--- src/rtl/fetch_queue_pkg.sv ---
// Shared types for the instruction prefetch queue: the buffered entry format
// and the exception codes carried alongside each instruction.
package fetch_queue_pkg;

  localparam logic [3:0] FQ_EXC_MISALIGNED = 4'd0;
  localparam logic [3:0] FQ_EXC_ACCESS     = 4'd1;

  typedef struct packed {
    logic        valid;
    logic [3:0]  code;
    logic [31:0] value;
  } fetch_exc_t;

  typedef struct packed {
    logic [31:0] inst;
    logic [31:0] pc;
    fetch_exc_t  exception;
  } fetch_entry_t;

  function automatic fetch_exc_t fq_exc(input logic [3:0] code, input logic [31:0] value);
    fetch_exc_t e;
    e.valid = 1'b1;
    e.code  = code;
    e.value = value;
    return e;
  endfunction

endpackage

--- src/rtl/fetch_queue_fifo.sv ---
// Synchronous FIFO of fetch entries with flush; head is read combinationally
// from the storage array so it stays stable until popped.
module fetch_queue_fifo
  import fetch_queue_pkg::*;
#(
  parameter int DEPTH = 4,
  localparam int AW = $clog2(DEPTH)
) (
  input  logic         clk,
  input  logic         rst_n,
  input  logic         i_flush,
  input  logic         i_push,
  input  fetch_entry_t i_data,
  input  logic         i_pop,
  output fetch_entry_t o_head,
  output logic [AW:0]  o_count,
  output logic         o_empty
);

  localparam logic [AW:0] FULL = (AW+1)'(DEPTH);

  logic [AW-1:0] r_wptr;
  logic [AW-1:0] r_rptr;
  logic [AW:0]   r_count;
  fetch_entry_t  r_mem [DEPTH];

  always_ff @(posedge clk or negedge rst_n) begin
    if (!rst_n) begin
      r_wptr  <= '0;
      r_rptr  <= '0;
      r_count <= '0;
    end else if (i_flush) begin
      r_wptr  <= '0;
      r_rptr  <= '0;
      r_count <= '0;
    end else begin
      if (i_push) r_wptr <= r_wptr + 1'b1;
      if (i_pop)  r_rptr <= r_rptr + 1'b1;
      case ({i_push, i_pop})
        2'b10:   r_count <= r_count + 1'b1;
        2'b01:   r_count <= r_count - 1'b1;
        default: r_count <= r_count;
      endcase
    end
  end

  always_ff @(posedge clk) begin
    if (i_push && !i_flush) r_mem[r_wptr] <= i_data;
  end

  assign o_head  = r_mem[r_rptr];
  assign o_count = r_count;
  assign o_empty = (r_count == '0);

  // The issue credit in the parent guarantees neither of these can happen.
  a_no_overflow: assert property (@(posedge clk) disable iff (!rst_n)
    !(i_push && !i_flush && r_count == FULL));
  a_no_underflow: assert property (@(posedge clk) disable iff (!rst_n)
    !(i_pop && !i_flush && r_count == '0));

endmodule

--- src/rtl/fetch_queue.sv ---
// Instruction prefetch stage: sequential PC, credit-limited one-word fetches,
// redirect flush and halt-on-exception. Optional FETCH_QUEUE_BYPASS_EN forwards
// a response straight to the head outputs when the FIFO is empty.
module fetch_queue
  import fetch_queue_pkg::*;
#(
  parameter int          DEPTH    = 4,
  parameter logic [31:0] RESET_PC = 32'h0000_0000
) (
  input  logic        clk,
  input  logic        reset,
  input  logic        in_redirect_enable,
  input  logic [31:0] in_redirect_address,
  input  logic        in_inst_ready,
  output logic        out_inst_valid,
  output logic [31:0] out_inst,
  output logic [31:0] out_pc,
  output logic        out_exception_valid,
  output logic [3:0]  out_exception_code,
  output logic [31:0] out_exception_value,
  output logic        out_mem_fetch_enable,
  output logic [31:0] out_mem_fetch_address,
  input  logic [31:0] in_mem_fetch_data,
  input  logic        in_mem_fetch_exception
);

  localparam int AW = $clog2(DEPTH);
  localparam logic [AW+1:0] CREDITS = (AW+2)'(DEPTH);

  logic [31:0]  r_pc;
  logic [31:0]  r_inflight_pc;
  logic [31:0]  r_mis_addr;
  logic         r_inflight;
  logic         r_halted;
  logic         r_mis_pending;

  logic         w_redirect_mis;
  logic         w_resp_valid;
  logic         w_bypass;
  logic         w_valid;
  logic         w_pop;
  logic         w_fifo_pop;
  logic         w_push;
  logic         w_issue;
  logic         w_fifo_empty;
  logic [AW:0]  w_count;
  logic [AW+1:0] w_used;
  logic [31:0]  w_issue_addr;
  fetch_entry_t w_resp_entry;
  fetch_entry_t w_mis_entry;
  fetch_entry_t w_push_data;
  fetch_entry_t w_fifo_head;
  fetch_entry_t w_head;
  fetch_entry_t w_out;

  assign w_redirect_mis = in_redirect_enable && (in_redirect_address[1:0] != 2'b00);
  // Responses are dropped on a redirect and once an exception has halted fetch.
  assign w_resp_valid   = r_inflight && !r_halted && !in_redirect_enable;

  always_comb begin
    w_resp_entry           = '0;
    w_resp_entry.pc        = r_inflight_pc;
    if (in_mem_fetch_exception) begin
      w_resp_entry.exception = fq_exc(FQ_EXC_ACCESS, r_inflight_pc);
    end else begin
      w_resp_entry.inst      = in_mem_fetch_data;
    end
    w_mis_entry            = '0;
    w_mis_entry.pc         = r_mis_addr;
    w_mis_entry.exception  = fq_exc(FQ_EXC_MISALIGNED, r_mis_addr);
  end

`ifdef FETCH_QUEUE_BYPASS_EN
  assign w_bypass = w_fifo_empty && w_resp_valid;
`else
  assign w_bypass = 1'b0;
`endif

  assign w_head      = w_bypass ? w_resp_entry : w_fifo_head;
  assign w_valid     = !in_redirect_enable && (!w_fifo_empty || w_bypass);
  assign w_pop       = w_valid && in_inst_ready;
  assign w_fifo_pop  = w_pop && !w_fifo_empty;
  assign w_push      = !in_redirect_enable &&
                       (r_mis_pending || (w_resp_valid && !(w_bypass && w_pop)));
  assign w_push_data = r_mis_pending ? w_mis_entry : w_resp_entry;

  // Credit counts the entry leaving this cycle so DEPTH=2 still streams.
  assign w_used = {1'b0, w_count} + {{(AW+1){1'b0}}, r_inflight} - {{(AW+1){1'b0}}, w_pop};
  assign w_issue = reset && (in_redirect_enable ? !w_redirect_mis
                                                : (!r_halted && (w_used < CREDITS)));
  assign w_issue_addr = in_redirect_enable ? in_redirect_address : r_pc;

  fetch_queue_fifo #(.DEPTH(DEPTH)) u_fifo (
    .clk     (clk),
    .rst_n   (reset),
    .i_flush (in_redirect_enable),
    .i_push  (w_push),
    .i_data  (w_push_data),
    .i_pop   (w_fifo_pop),
    .o_head  (w_fifo_head),
    .o_count (w_count),
    .o_empty (w_fifo_empty)
  );

  always_ff @(posedge clk or negedge reset) begin
    if (!reset) begin
      r_pc          <= RESET_PC;
      r_inflight_pc <= '0;
      r_mis_addr    <= '0;
      r_inflight    <= 1'b0;
      r_halted      <= 1'b0;
      r_mis_pending <= 1'b0;
    end else begin
      r_inflight <= w_issue;
      if (w_issue) r_inflight_pc <= w_issue_addr;
      if (in_redirect_enable) begin
        r_pc          <= in_redirect_address + 32'd4;
        r_halted      <= w_redirect_mis;
        r_mis_pending <= w_redirect_mis;
        r_mis_addr    <= in_redirect_address;
      end else begin
        r_mis_pending <= 1'b0;
        if (w_issue) r_pc <= r_pc + 32'd4;
        if (w_resp_valid && in_mem_fetch_exception) r_halted <= 1'b1;
      end
    end
  end

  assign w_out = w_valid ? w_head : '0;

  assign out_inst_valid        = w_valid;
  assign out_inst              = w_out.inst;
  assign out_pc                = w_out.pc;
  assign out_exception_valid   = w_out.exception.valid;
  assign out_exception_code    = w_out.exception.code;
  assign out_exception_value   = w_out.exception.value;
  assign out_mem_fetch_enable  = w_issue;
  assign out_mem_fetch_address = w_issue ? w_issue_addr : '0;

endmodule

--- config.mk ---
export PLATFORM = sky130hd
export DESIGN_NAME = fetch_queue
export DESIGN_NICKNAME = d
export VERILOG_FILES = /design/src/rtl/fetch_queue_pkg.sv /design/src/rtl/fetch_queue_fifo.sv /design/src/rtl/fetch_queue.sv
export SDC_FILE = /design/constraint.sdc
export NUM_CORES = 1
export LEC_CHECK = 0
export BUFFER_PORTS_ARGS = -buffer_cell sky130_fd_sc_hd__clkbuf_2
export CAP_MARGIN = 20
export CORE_MARGIN = 10
export CORE_UTILIZATION = 55
export DETAILED_ROUTE_END_ITERATION = 10
export HOLD_SLACK_MARGIN = 0.06
export PLACE_DENSITY = 0.75
export SLEW_MARGIN = 5
export SYNTH_ARGS = -nofsm -noshare
export SYNTH_HDL_FRONTEND = slang
export SYNTH_SLANG_ARGS = --single-unit
--- constraint.sdc ---
create_clock -name clk -period 4.2 [get_ports clk]
set_input_delay 0.42 -clock clk [delete_from_list [all_inputs] [get_ports clk]]
set_output_delay 0.42 -clock clk [all_outputs]
set_load 0.02 [all_outputs]
==> metrics, run 1 <==
outcome=completed; most frequently used flop master after synthesis=sky130_fd_sc_hd__edfxtp_1; Routed Wire Length=between 40000 and 50000 um; die area=around 47000 um2; delay of the slowest cell on the worst path=about 0.46 ns; P_leak=between 8 and 9 nW; setup_tns=0 ns; Worst Hold Slack=a little over 0.1 ns; placed cells=1991; count of nets after finishing=about 1600; Buf+Inv Stages, Crit Path=4; number of max-cap violations=0; unrepaired setup endpoints after global routing=false; I/O pins=204; crit path setup slack, layout=slightly below 0.3 ns; synthesized cell area=between 20000 and 25000 um2; CTS H-tree depth=2; clock slew at the register clock pins of the worst setup and hold paths=0.06 ns; path class of the lowest-slack min-delay path=input port to flop; buffers inserted by post-CTS timing repair=0; overall power of the completed layout=around 12 mW; area leader, netlist=sky130_fd_sc_hd__edfxtp_1; fin crit period=a little under 4 ns; die boundary width=~220 um; element type at the critical path end=output pin; pin count of the biggest net entering global routing=100; initial core utilization=roughly 55%; initial detailed-routing violation count=between 900 and 1000; multi-input logic area=approximately 6500 um2; post-route design area=24600 um2; Final Hold Viols=0; Max clock buf depth=3; main area contributors after synthesis=sky130_fd_sc_hd__edfxtp_1, sky130_fd_sc_hd__dfrtp_1, sky130_fd_sc_hd__mux4_2; Critical Path Slowest Stage Cell=sky130_fd_sc_hd__dfrtp_1; number of port buffers=200; relative area change from synthesis to final layout=15.3%; power per standard cell area=494 nW/um2; final estimated routing congestion in global placement=between 0.8 and 0.9; FP Rows=around 70; highest attainable clock frequency=256 MHz; clock latency on the worst-skew pair=around 0.57 ns; Post-Route Utilization=between 60% and 70%; area occupied by registers=~14000 um2; fraction of synthesized cell area taken by the top area cell type=a little under three fifths; remaining antenna violation count after routing=0; largest fanout of any net on the critical path=33; cells along the critical path=nor3_2 > nor2_4 > nand2_2 > inv_1 > ha_1 > inv_1 > ha_1 > and3b_1 > nor4_2 > o21ai_2 > nand2_1 > nand2_1 > buf_4 > a21oi_1 > clkbuf_2; Max rail drop VDD=around 290 uV; measured slew at the worst slew-check pin=about 0.94 ns; number of antenna violations at the first check in global routing=0; number of flops mapped to enable cells by yosys=about 400; Worst setup SP type=flop; number of vias per cell after detailed routing=5.72; post-placement setup slack=0.518 ns; first drt pass iteration count=5; class of the most critical setup path=flop to output pin; count of mapped cells out of synthesis=1315; ratio of final minimum period to clock period=between 90% and 100%; clock tree root buffer cell=sky130_fd_sc_hd__clkbuf_16; routed length per instance=around 22 um; number of global-route vias before repair=about 12000; synthesis warning total=0; number of buffers added by the clock tree synthesis step=50; share of final-layout standard cells stronger than drive strength 1=30.8%; Sink Count=498; Final Max Slew Viols=0; final cell count without fillers=around 2100; Tot GR Track Use=slightly below 20%; first-pass GRT wire length=roughly 70000 um; Top delay family on crit path=simple AND/OR/NAND/NOR gates; final setup violating endpoints=0; Seq/Total Area, Yosys=67.7%; worst clock skew=roughly 0.015 ns; core outline area=a little under 40000 um2; required time of the critical path=around 3.8 ns; residual DRC count=0; CTS tree=done; Mean Syn Cell Area=~16 um2; relative slew slack=roughly 37%; Die Span Y=around 220 um; total via count after detailed routing=roughly 12000; total half-perimeter wirelength after legalization and detailed placement=between 20000 and 30000 um; critical path data arrival time=3.48 ns; global route overflow=0; fill cell total of the finished layout=~2800; share of flip-flops with an asynchronous set or reset=a little over a fifth; Synth Register Bits=between 400 and 500; distinct cell type count of the synthesized netlist=70; Area after DPL=approximately 23000 um2
[report_power, final]
part	switching, mW	leakage [nW]	internal, mW
logic	1.15	3.40	0.810
registers	0.211	4.82	5.81
clock network	1.81	0.736	2.36
[cells in the mapped netlist, types with 3 or more instances]
master	instances
sky130_fd_sc_hd__buf_1	9
sky130_fd_sc_hd__mux4_2	98
sky130_fd_sc_hd__nand4_1	3
sky130_fd_sc_hd__buf_2	12
sky130_fd_sc_hd__o21ai_0	25
sky130_fd_sc_hd__dfrtp_1	106
sky130_fd_sc_hd__a21oi_1	39
sky130_fd_sc_hd__a21o_1	5
sky130_fd_sc_hd__nand2b_1	3
sky130_fd_sc_hd__nand2_1	48
sky130_fd_sc_hd__a31oi_1	8
sky130_fd_sc_hd__nand4b_1	3
sky130_fd_sc_hd__buf_4	3
sky130_fd_sc_hd__xnor2_1	32
sky130_fd_sc_hd__nor3_1	13
sky130_fd_sc_hd__inv_1	25
sky130_fd_sc_hd__clkbuf_1	49
sky130_fd_sc_hd__mux2_2	56
sky130_fd_sc_hd__and3_1	6
sky130_fd_sc_hd__and2_1	135
sky130_fd_sc_hd__nor2b_1	35
sky130_fd_sc_hd__nor2_1	87
sky130_fd_sc_hd__xor2_1	15
sky130_fd_sc_hd__nand3_1	9
sky130_fd_sc_hd__mux2i_1	38
sky130_fd_sc_hd__nor4_1	4
sky130_fd_sc_hd__ha_1	8
sky130_fd_sc_hd__edfxtp_1	392
[area by class of cell]
type | instances | area share, %
Sequential cell | 498 | 58.7
Multi-Input combinational cell | 718 | 26.5
Timing Repair Buffer | 232 | 5.44
Clock buffer | 65 | 5.41
Tap cell | 518 | 2.64
Clock inverter | 25 | 0.815
Inverter | 26 | 0.397
Antenna cell | 1 | 0.0102
[cell usage in the layout (no fill, tap or decap), types with 32 or more instances in the layout]
cell and count:
sky130_fd_sc_hd__mux2i_1 38, sky130_fd_sc_hd__clkbuf_2 198, sky130_fd_sc_hd__and2_1 135, sky130_fd_sc_hd__dfrtp_1 104, sky130_fd_sc_hd__edfxtp_1 392, sky130_fd_sc_hd__mux4_2 98
sky130_fd_sc_hd__a21oi_1 39, sky130_fd_sc_hd__xnor2_1 32, sky130_fd_sc_hd__nand2_1 47, sky130_fd_sc_hd__clkbuf_16 51, sky130_fd_sc_hd__nor2b_1 35, sky130_fd_sc_hd__nor2_1 85
sky130_fd_sc_hd__mux2_2 56
[state kept, by name (all words and copies together) (netlist names), 2 cells and up]
name / count
r_pc: 32
r_inflight_pc: 32
u_fifo.r_rptr: 2
u_fifo.r_mem: 392
u_fifo.r_wptr: 2
u_fifo.o_count: 3
r_mis_addr: 32
[what timing repair did]
item / CTS / global route
hold buffers: 1 / 0
gates cloned: 0 / 0
setup endpoints to repair: 1 / 31
endpoints found under the hold margin: 11 / 0
resized for setup: 1 / 2
[worst paths after layout]
path                       cells after the start  slack (ns)                          start                            to
min in group asynchronous                      2        0.27                          reset           r_pc[0]$_DFFE_PN0P_
max                                           15        0.30  u_fifo.o_count[1]$_DFFE_PN0P_      out_mem_fetch_address[6]
min reg2reg                                    2        0.48            r_pc[1]$_DFFE_PN0P_           r_pc[1]$_DFFE_PN0P_
max reg2reg                                   17        0.74  u_fifo.o_count[1]$_DFFE_PN0P_  r_inflight_pc[6]$_DFFE_PN0N_
max in group asynchronous                      4        2.32                          reset  u_fifo.r_rptr[0]$_DFFE_PN0P_
min                                            2        0.10         in_redirect_address[2]           r_pc[2]$_DFFE_PN0P_
[layer usage]
metal  up-vias  share of wire (%)  track usage, %
met2       401                 48            30.7
met5         -                  0               0
met3        58                6.5            3.98
met1      6120                 44            27.6
met4         0                1.6            4.38
li1       5343                  -               -
[logic make-up (layout without fill, tap and decap cells)]
kind of cell,after synthesis,after routing,share of synthesized area [%]
xor gates and xnor gates,47,47,1.93
other,1,4,0.0176
muxes,192,192,15.1
AOI/OAI and AO/OA,102,102,3.10
adders and majority gates,9,9,0.564
buffers and inverters,101,348,2.01
DFF,498,498,67.7
and+or+nand+nor,365,365,9.61
(Power assumes the default switching activity.)
==> run 2, diff against run 1 <==
--- a/config.mk
+++ b/config.mk
@@ -15,4 +15,5 @@
 export SLEW_MARGIN = 5
 export SYNTH_ARGS = -nofsm -noshare
 export SYNTH_HDL_FRONTEND = slang
+export SYNTH_HIERARCHICAL = 1
 export SYNTH_SLANG_ARGS = --single-unit
==> run 2 against run 1 <==
Against the previous run:
- synthesized cell count rose by 0.46%
- maximum frequency fell by 1.1%
- register-to-register slack improved by 0.19 ns
- flip-flop and latch count rose by 12
- sequential share of layout area fell by 0.61 points
- critical path depth fell by 3
- utilization fell by 0.12 points
- via count rose by 0.23%
- combinational power fell by 14%
- routed wire length rose by 3.3%
- critical path type unchanged
- critical endpoint is now out_mem_fetch_address[21]
==> metrics, run 2 <==
outcome=completed (unchanged); CTS tree=done (unchanged); Final Hold Viols=0 (unchanged); final estimated routing congestion in global placement=0.854 (was 0.842); class of the most critical setup path=flop to output pin (unchanged); overall power of the completed layout=11.9 mW (was 12.1 mW); total half-perimeter wirelength after legalization and detailed placement=30500 um (was 29900 um); share of final-layout standard cells stronger than drive strength 1=32.2% (was 30.8%); clock slew at the register clock pins of the worst setup and hold paths=0.06 ns (about the same); number of cells traversed by the worst register-to-register path=12 (was 17); reg-to-reg startpoint=u_fifo/o_count[0]$_DFFE_PN0P_ (was u_fifo.o_count[1]$_DFFE_PN0P_); power per standard cell area=467 nW/um2 (was 494 nW/um2); Worst Hold Slack=0.0985 ns (was 0.102 ns); highest attainable clock frequency=253 MHz (was 256 MHz); number of flops mapped to enable cells by yosys=404 (was 392); first-pass GRT wire length=74600 um (was 72000 um); residual DRC count=0 (unchanged); critical path data arrival time=3.53 ns (was 3.48 ns); cells along the critical path=nor3_2 > nor2_4 > and2_1 > ha_1 > inv_1 > ha_1 > and3b_1 > o211a_1 > o311ai_4 > a21o_4 > nor2_1 > clkbuf_2 (was nor3_2 > nor2_4 > nand2_2 > inv_1 > ha_1 > inv_1 > ha_1 > and3b_1 > nor4_2 > o21ai_2 > nand2_1 > nand2_1 > buf_4 > a21oi_1 > clkbuf_2); number of antenna violations at the first check in global routing=0 (unchanged); capture point of the critical path=out_mem_fetch_address[21] (was out_mem_fetch_address[6]); Tot GR Track Use=19.2% (was 19.4%); top cells by count, synth=sky130_fd_sc_hd__edfxtp_1, sky130_fd_sc_hd__and2_1, sky130_fd_sc_hd__dfrtp_1 (unchanged); fin crit period=3.95 ns (was 3.90 ns); cell repeated most along the worst path=sky130_fd_sc_hd__ha_1; global route overflow=0 (unchanged); number of max-cap violations=0 (unchanged); crit path launch=u_fifo/o_count[0]$_DFFE_PN0P_ (was u_fifo.o_count[1]$_DFFE_PN0P_); count of mapped cells out of synthesis=1321 (was 1315); number of vias per cell after detailed routing=5.68 (was 5.72); distinct cell type count of the synthesized netlist=67 (was 70); die boundary width=222 um (was 217 um); number of port buffers=203 (was 200); fraction of synthesized cell area taken by the top area cell type=54.3% (was 55.2%); destination of the worst register-to-register timing path=r_pc[3]$_DFFE_PN0P_ (was r_inflight_pc[6]$_DFFE_PN0N_); Die Span Y=222 um (was 217 um); ratio of final minimum period to clock period=94.0% (was 92.9%); main area contributors after synthesis=sky130_fd_sc_hd__edfxtp_1, sky130_fd_sc_hd__dfrtp_1, sky130_fd_sc_hd__mux4_2 (unchanged); Levels on crit path=12 (was 15); register containing the most flip-flops in the final layout=u_fifo/r_mem (was u_fifo.r_mem); Top delay family on crit path=compound AO/OA/AOI/OAI gates (was simple AND/OR/NAND/NOR gates); final setup violating endpoints=0 (unchanged); share of flip-flops with an asynchronous set or reset=20.8% (was 21.3%); delay of the slowest cell on the worst path=0.49 ns (was 0.46 ns); most common library cell in the layout ignoring fill and taps=sky130_fd_sc_hd__edfxtp_1 (unchanged); most used cells in the layout excluding fill and tap cells=sky130_fd_sc_hd__edfxtp_1, sky130_fd_sc_hd__clkbuf_2, sky130_fd_sc_hd__and2_1 (unchanged); most instantiated library cell after synthesis=sky130_fd_sc_hd__edfxtp_1 (unchanged); Diodes inserted=0 (was 1); die area=49100 um2 (was 47000 um2); synthesized cell area=22300 um2 (was 21300 um2); final cell count without fillers=2104 (was 2083); Buf+Inv Stages, Crit Path=2 (was 4); I/O pins=204 (unchanged); required time of the critical path=3.78 ns (about the same); area leader, netlist=sky130_fd_sc_hd__edfxtp_1 (unchanged); setup_tns=0 ns (unchanged); largest fanout of any net on the critical path=50 (was 33); clock tree root buffer cell=sky130_fd_sc_hd__clkbuf_16 (unchanged); number of global-route vias before repair=12597 (was 12349); Final Max Slew Viols=0 (unchanged); flip-flop count of the largest register, all copies and words added=404 (was 392); unrepaired setup endpoints after global routing=false (unchanged); worst clock skew=0.0199 ns (was 0.0149 ns); Worst R2R Setup Slack=0.93 ns (was 0.74 ns); relative area change from synthesis to final layout=13.9% (was 15.3%); pin count of the biggest net entering global routing=151 (was 100); Critical Path Slowest Stage Cell=sky130_fd_sc_hd__a21o_4 (was sky130_fd_sc_hd__dfrtp_1); Max rail drop VDD=333 uV (was 293 uV); path class of the lowest-slack min-delay path=input port to flop (unchanged); number of buffers added by the clock tree synthesis step=51 (was 50); remaining antenna violation count after routing=0 (unchanged); initial core utilization=56.0% (was 55.4%); FP Rows=73 (was 72); Mean Syn Cell Area=16.9 um2 (was 16.2 um2); placed cells=2012 (was 1991); initial detailed-routing violation count=938 (was 940); synthesis warning total=6 (was 0); routed length per instance=22.7 um (was 22.1 um); Synth Register Bits=510 (was 498); clock latency on the worst-skew pair=0.59 ns (was 0.57 ns); total via count after detailed routing=11949 (was 11922); P_leak=9.51 nW (was 8.96 nW); measured slew at the worst slew-check pin=1.07 ns (was 0.939 ns); Max clock buf depth=3 (unchanged); count of nets after finishing=1620 (was 1604); Sink Count=510 (was 498); Worst setup SP type=flop (unchanged); Seq/Total Area, Yosys=66.2% (was 67.7%); element type at the critical path end=output pin (unchanged); core outline area=39900 um2 (was 38500 um2); Routed Wire Length=47700 um (was 46100 um); first drt pass iteration count=5 (unchanged); most frequently used flop master after synthesis=sky130_fd_sc_hd__edfxtp_1 (unchanged); CTS H-tree depth=2 (unchanged); relative slew slack=28.5% (was 37.4%)
## run 2: timing repair
| action | 4_1_cts | 5_1_grt |
|---|---|---|
| cloned | 0 | 0 |
| buffers inserted | 0 | 0 |
| endpoints found under the setup margin | 31 | 30 |
| hold endpoints to repair | 46 | 0 |
| gates resized for setup | 1 | 2 |
| hold buffers | 2 | 0 |
## run 2: stage by stage
stage | util [%] | setup slack (ns) | instance area (um2)
3_5_place_dp | 59.9 | 0.423 | 23900
5_1_grt | 63.7 | 0.0492 | 25400
4_1_cts | 63.7 | 0.125 | 25400
3_3_place_gp | 59.9 | 0.540 | 23900
6_report | 63.7 | 0.252 | 25400
2_1_floorplan | - | 0.298 | 22400
## run 2: worst min path at each step
stage | startpoint | slack [ns] | cells past startpoint | end
after floorplan | reset | 0.12 | 0 | r_halted$_DFFE_PN0P_
after global placement | r_inflight_pc[4]$_DFFE_PN0N_ | 0.46 | 1 | r_inflight_pc[4]$_DFFE_PN0N_
after detailed placement | r_inflight_pc[21]$_DFFE_PN0N_ | 0.47 | 1 | r_inflight_pc[21]$_DFFE_PN0N_
after CTS | in_redirect_address[3] | 0.07 | 3 | r_mis_addr[3]$_DFFE_PN0P_
after global routing | in_redirect_address[1] | 0.09 | 3 | r_mis_addr[1]$_DFFE_PN0P_
final | in_redirect_address[3] | 0.1 | 3 | r_mis_addr[3]$_DFFE_PN0P_
## run 2: cell families (layout without fill, tap and decap cells)
logic type	Yosys count	count (layout)	synth area share [%]
compound gates	90	90	3.15
xor+xnor	56	56	2.20
fa+ha+maj	9	9	0.538
buf+inv	103	350	2.79
flops	510	510	66.2
mux	207	207	15.3
other cells	1	12	0.0168
simple gates	345	345	9.88
## run 2: layout make-up
cell class                 instances  area, um2
timing repair buffer             231       1360
clock buffer                      65       1330
sequential                       510      14800
fill                            2856      14500
multi-input combinational        719       7020
inverter                          29        109
clock inverter                    25        178
tap                              525        657
## run 2: tightest hold or removal path, cell delays in order
cell,delay (ns)
sky130_fd_sc_hd__clkbuf_2,0.09
sky130_fd_sc_hd__nand2_1,0.06
sky130_fd_sc_hd__o21ai_0,0.06
## run 2: where the power goes
part / total (mW) / switching [mW] / internal (mW)
clock: 4.14 / 1.84 / 2.30
sequential: 6.05 / 0.202 / 5.85
combinational: 1.69 / 1.01 / 0.683
total: 11.9 / 3.05 / 8.83
## run 2: routing by layer
metal / part of all wire, % / global-route usage [%]
met5: 0 / 0
met4: 1.4 / 3.87
met3: 6.1 / 4.55
met2: 48 / 30.6
met1: 45 / 26.7
==> run 3, diff against run 2 <==
--- a/config.mk
+++ b/config.mk
@@ -8,10 +8,11 @@
 export BUFFER_PORTS_ARGS = -buffer_cell sky130_fd_sc_hd__clkbuf_2
 export CAP_MARGIN = 20
 export CORE_MARGIN = 10
-export CORE_UTILIZATION = 55
+export CORE_UTILIZATION = 60
+export CTS_BUF_LIST = sky130_fd_sc_hd__clkbuf_8 sky130_fd_sc_hd__clkbuf_16
 export DETAILED_ROUTE_END_ITERATION = 10
 export HOLD_SLACK_MARGIN = 0.06
-export PLACE_DENSITY = 0.75
+export PLACE_DENSITY = 0.8
 export SLEW_MARGIN = 5
 export SYNTH_ARGS = -nofsm -noshare
 export SYNTH_HDL_FRONTEND = slang
==> run 3 against run 2 <==
Against the previous run:
- critical path depth is 1 higher
- flip-flop and latch count stayed put
- via count is 1.1% higher
- non-clock buffer count is 1 higher
- first-iteration DRC count is 7.0% higher
- final area is 0.25% higher
- worst setup slack worse by 0.073 ns
- critical endpoint is now out_mem_fetch_address[30]
==> metrics, run 3 (synthesized netlist as in run 2, its figures left out) <==
outcome=completed (unchanged); overall power of the completed layout=12.1 mW (was 11.9 mW); total via count after detailed routing=12083 (was 11949); Max clock buf depth=3 (unchanged); relative slew slack=32.6% (was 28.5%); core outline area=36700 um2 (was 39900 um2); number of antenna violations at the first check in global routing=1 (was 0); fin crit period=4.02 ns (was 3.95 ns); most used cells in the layout excluding fill and tap cells=sky130_fd_sc_hd__edfxtp_1, sky130_fd_sc_hd__clkbuf_2, sky130_fd_sc_hd__and2_1 (unchanged); class of the most critical setup path=flop to output pin (unchanged); P_leak=9.63 nW (was 9.51 nW); first drt pass iteration count=5 (unchanged); global route overflow=0 (unchanged); number of global-route vias before repair=12617 (was 12597); die boundary width=213 um (was 222 um); largest fanout of any net on the critical path=16 (was 50); cells along the critical path=nor3_2 > nor2_4 > and2_1 > ha_1 > inv_1 > ha_1 > and3b_1 > nor4_4 > o311ai_4 > a21o_4 > buf_4 > nor2_1 > clkbuf_2 (was nor3_2 > nor2_4 > and2_1 > ha_1 > inv_1 > ha_1 > and3b_1 > o211a_1 > o311ai_4 > a21o_4 > nor2_1 > clkbuf_2); final estimated routing congestion in global placement=0.867 (was 0.854); number of cells traversed by the worst register-to-register path=12 (unchanged); Sink Count=510 (unchanged); worst clock skew=0.0190 ns (was 0.0199 ns); post-route design area=25500 um2 (was 25400 um2); routed length per instance=23.3 um (was 22.7 um); first-pass GRT wire length=73900 um (was 74600 um); destination of the worst register-to-register timing path=r_pc[3]$_DFFE_PN0P_ (unchanged); clock latency on the worst-skew pair=0.58 ns (was 0.59 ns); placed cells=1955 (was 2012); number of buffers added by the clock tree synthesis step=50 (was 51); Worst R2R Setup Slack=0.83 ns (was 0.93 ns); Area after DPL=23800 um2 (was 23900 um2); post-placement setup slack=0.496 ns (was 0.423 ns); final cell count without fillers=2050 (was 2104); clock tree root buffer cell=sky130_fd_sc_hd__clkbuf_16 (unchanged); power per standard cell area=475 nW/um2 (was 467 nW/um2); final setup violating endpoints=0 (unchanged); Diodes inserted=0 (unchanged); Worst setup SP type=flop (unchanged); FP Rows=70 (was 73); ratio of final minimum period to clock period=95.7% (was 94.0%); reg-to-reg startpoint=u_fifo/o_count[0]$_DFFE_PN0P_ (unchanged); total half-perimeter wirelength after legalization and detailed placement=30100 um (was 30500 um); Final Hold Viols=0 (unchanged); initial core utilization=60.9% (was 56.0%); Max rail drop VDD=376 uV (was 333 uV); clock slew at the register clock pins of the worst setup and hold paths=0.06 ns (about the same); crit path setup slack, layout=0.180 ns (was 0.252 ns); Critical Path Slowest Stage Cell=sky130_fd_sc_hd__dfrtp_1 (was sky130_fd_sc_hd__a21o_4); measured slew at the worst slew-check pin=1.01 ns (was 1.07 ns); count of nets after finishing=1621 (was 1620); flip-flop count of the largest register, all copies and words added=404 (unchanged); relative area change from synthesis to final layout=14.2% (was 13.9%); CTS H-tree depth=2 (unchanged); register containing the most flip-flops in the final layout=u_fifo/r_mem (unchanged); required time of the critical path=3.78 ns (about the same); Routed Wire Length=47800 um (was 47700 um); die area=45400 um2 (was 49100 um2); fill cell total of the finished layout=2358 (was 2856); Post-Route Utilization=69.5% (was 63.7%); initial detailed-routing violation count=1004 (was 938); residual DRC count=0 (unchanged); CTS tree=done (unchanged); Hold Path Origin=in_redirect_address[3] (unchanged); element type at the critical path end=output pin (unchanged); number of cells traversed by the worst hold path=3 (unchanged); terminating pin of the worst hold path=r_mis_addr[3]$_DFFE_PN0P_ (unchanged); Worst Hold Slack=0.123 ns (was 0.0985 ns); pin count of the biggest net entering global routing=151 (unchanged); number of port buffers=203 (unchanged); number of max-cap violations=0 (unchanged); Tot GR Track Use=21.2% (was 19.2%); critical path data arrival time=3.60 ns (was 3.53 ns); number of vias per cell after detailed routing=5.89 (was 5.68); highest attainable clock frequency=249 MHz (was 253 MHz); I/O pins=204 (unchanged); setup_tns=0 ns (unchanged); path class of the lowest-slack min-delay path=input port to flop (unchanged); cell repeated most along the worst path=sky130_fd_sc_hd__ha_1 (unchanged); Die Span Y=213 um (was 222 um); Final Max Slew Viols=0 (unchanged); remaining antenna violation count after routing=0 (unchanged); share of final-layout standard cells stronger than drive strength 1=32.6% (was 32.2%); delay of the slowest cell on the worst path=0.44 ns (was 0.49 ns); most common library cell in the layout ignoring fill and taps=sky130_fd_sc_hd__edfxtp_1 (unchanged)
-- run 3: layer usage --
metal	vias to the layer above	routed length (um)	track usage, %
met5	-	0	0
met4	0	912	5.49
met3	56	3770	4.69
met2	426	22800	33.5
met1	6191	20300	29.6
li1	5410	-	-
-- run 3: cell type report --
cell class	count	area (um2)	share of cell area, %
clock buffers	52	1290	5.06
clock inverters	39	309	1.21
inverters	29	109	0.427
multi-input cells	720	7040	27.6
flip-flops and latches	510	14800	58.0
well taps	468	586	2.30
repair buffers	232	1380	5.42
-- run 3: report_power, final --
part	leakage (nW)	switching [mW]	internal [mW]	total, mW
clock	0.844	1.83	2.52	4.35
sequential	4.99	0.204	5.85	6.05
combinational	3.79	1.02	0.693	1.71
-- run 3: worst max-delay path: cells and delay by family, from the launching register on --
kind                       cells  cell delay, ns
AOI/OAI and AO/OA              2            0.46
and+or+nand+nor                6            1.24
DFF                            1            0.44
adders and majority gates      2            0.39
buffers and inverters          3            0.49
-- run 3: worst max path at each step --
stage	start	to	depth (start not counted)
global placement	u_fifo/o_count[0]$_DFFE_PN0P_	out_mem_fetch_address[15]	13
CTS	u_fifo/o_count[0]$_DFFE_PN0P_	out_mem_fetch_address[30]	13
global route	u_fifo/o_count[0]$_DFFE_PN0P_	out_mem_fetch_address[28]	13
floorplan	in_redirect_enable	out_mem_fetch_address[18]	16
detailed placement	u_fifo/o_count[0]$_DFFE_PN0P_	out_mem_fetch_address[15]	13
finish	u_fifo/o_count[0]$_DFFE_PN0P_	out_mem_fetch_address[30]	13
-- run 3: timing repair --
| item | CTS | global route |
|---|---|---|
| hold buffers | 2 | 0 |
| gates cloned | 0 | 1 |
| resized for setup | 1 | 3 |
| endpoints found under the hold margin | 11 | 0 |
| setup endpoints to repair | 14 | 16 |
| pin swaps | 0 | 2 |
| buffers inserted | 0 | 1 |
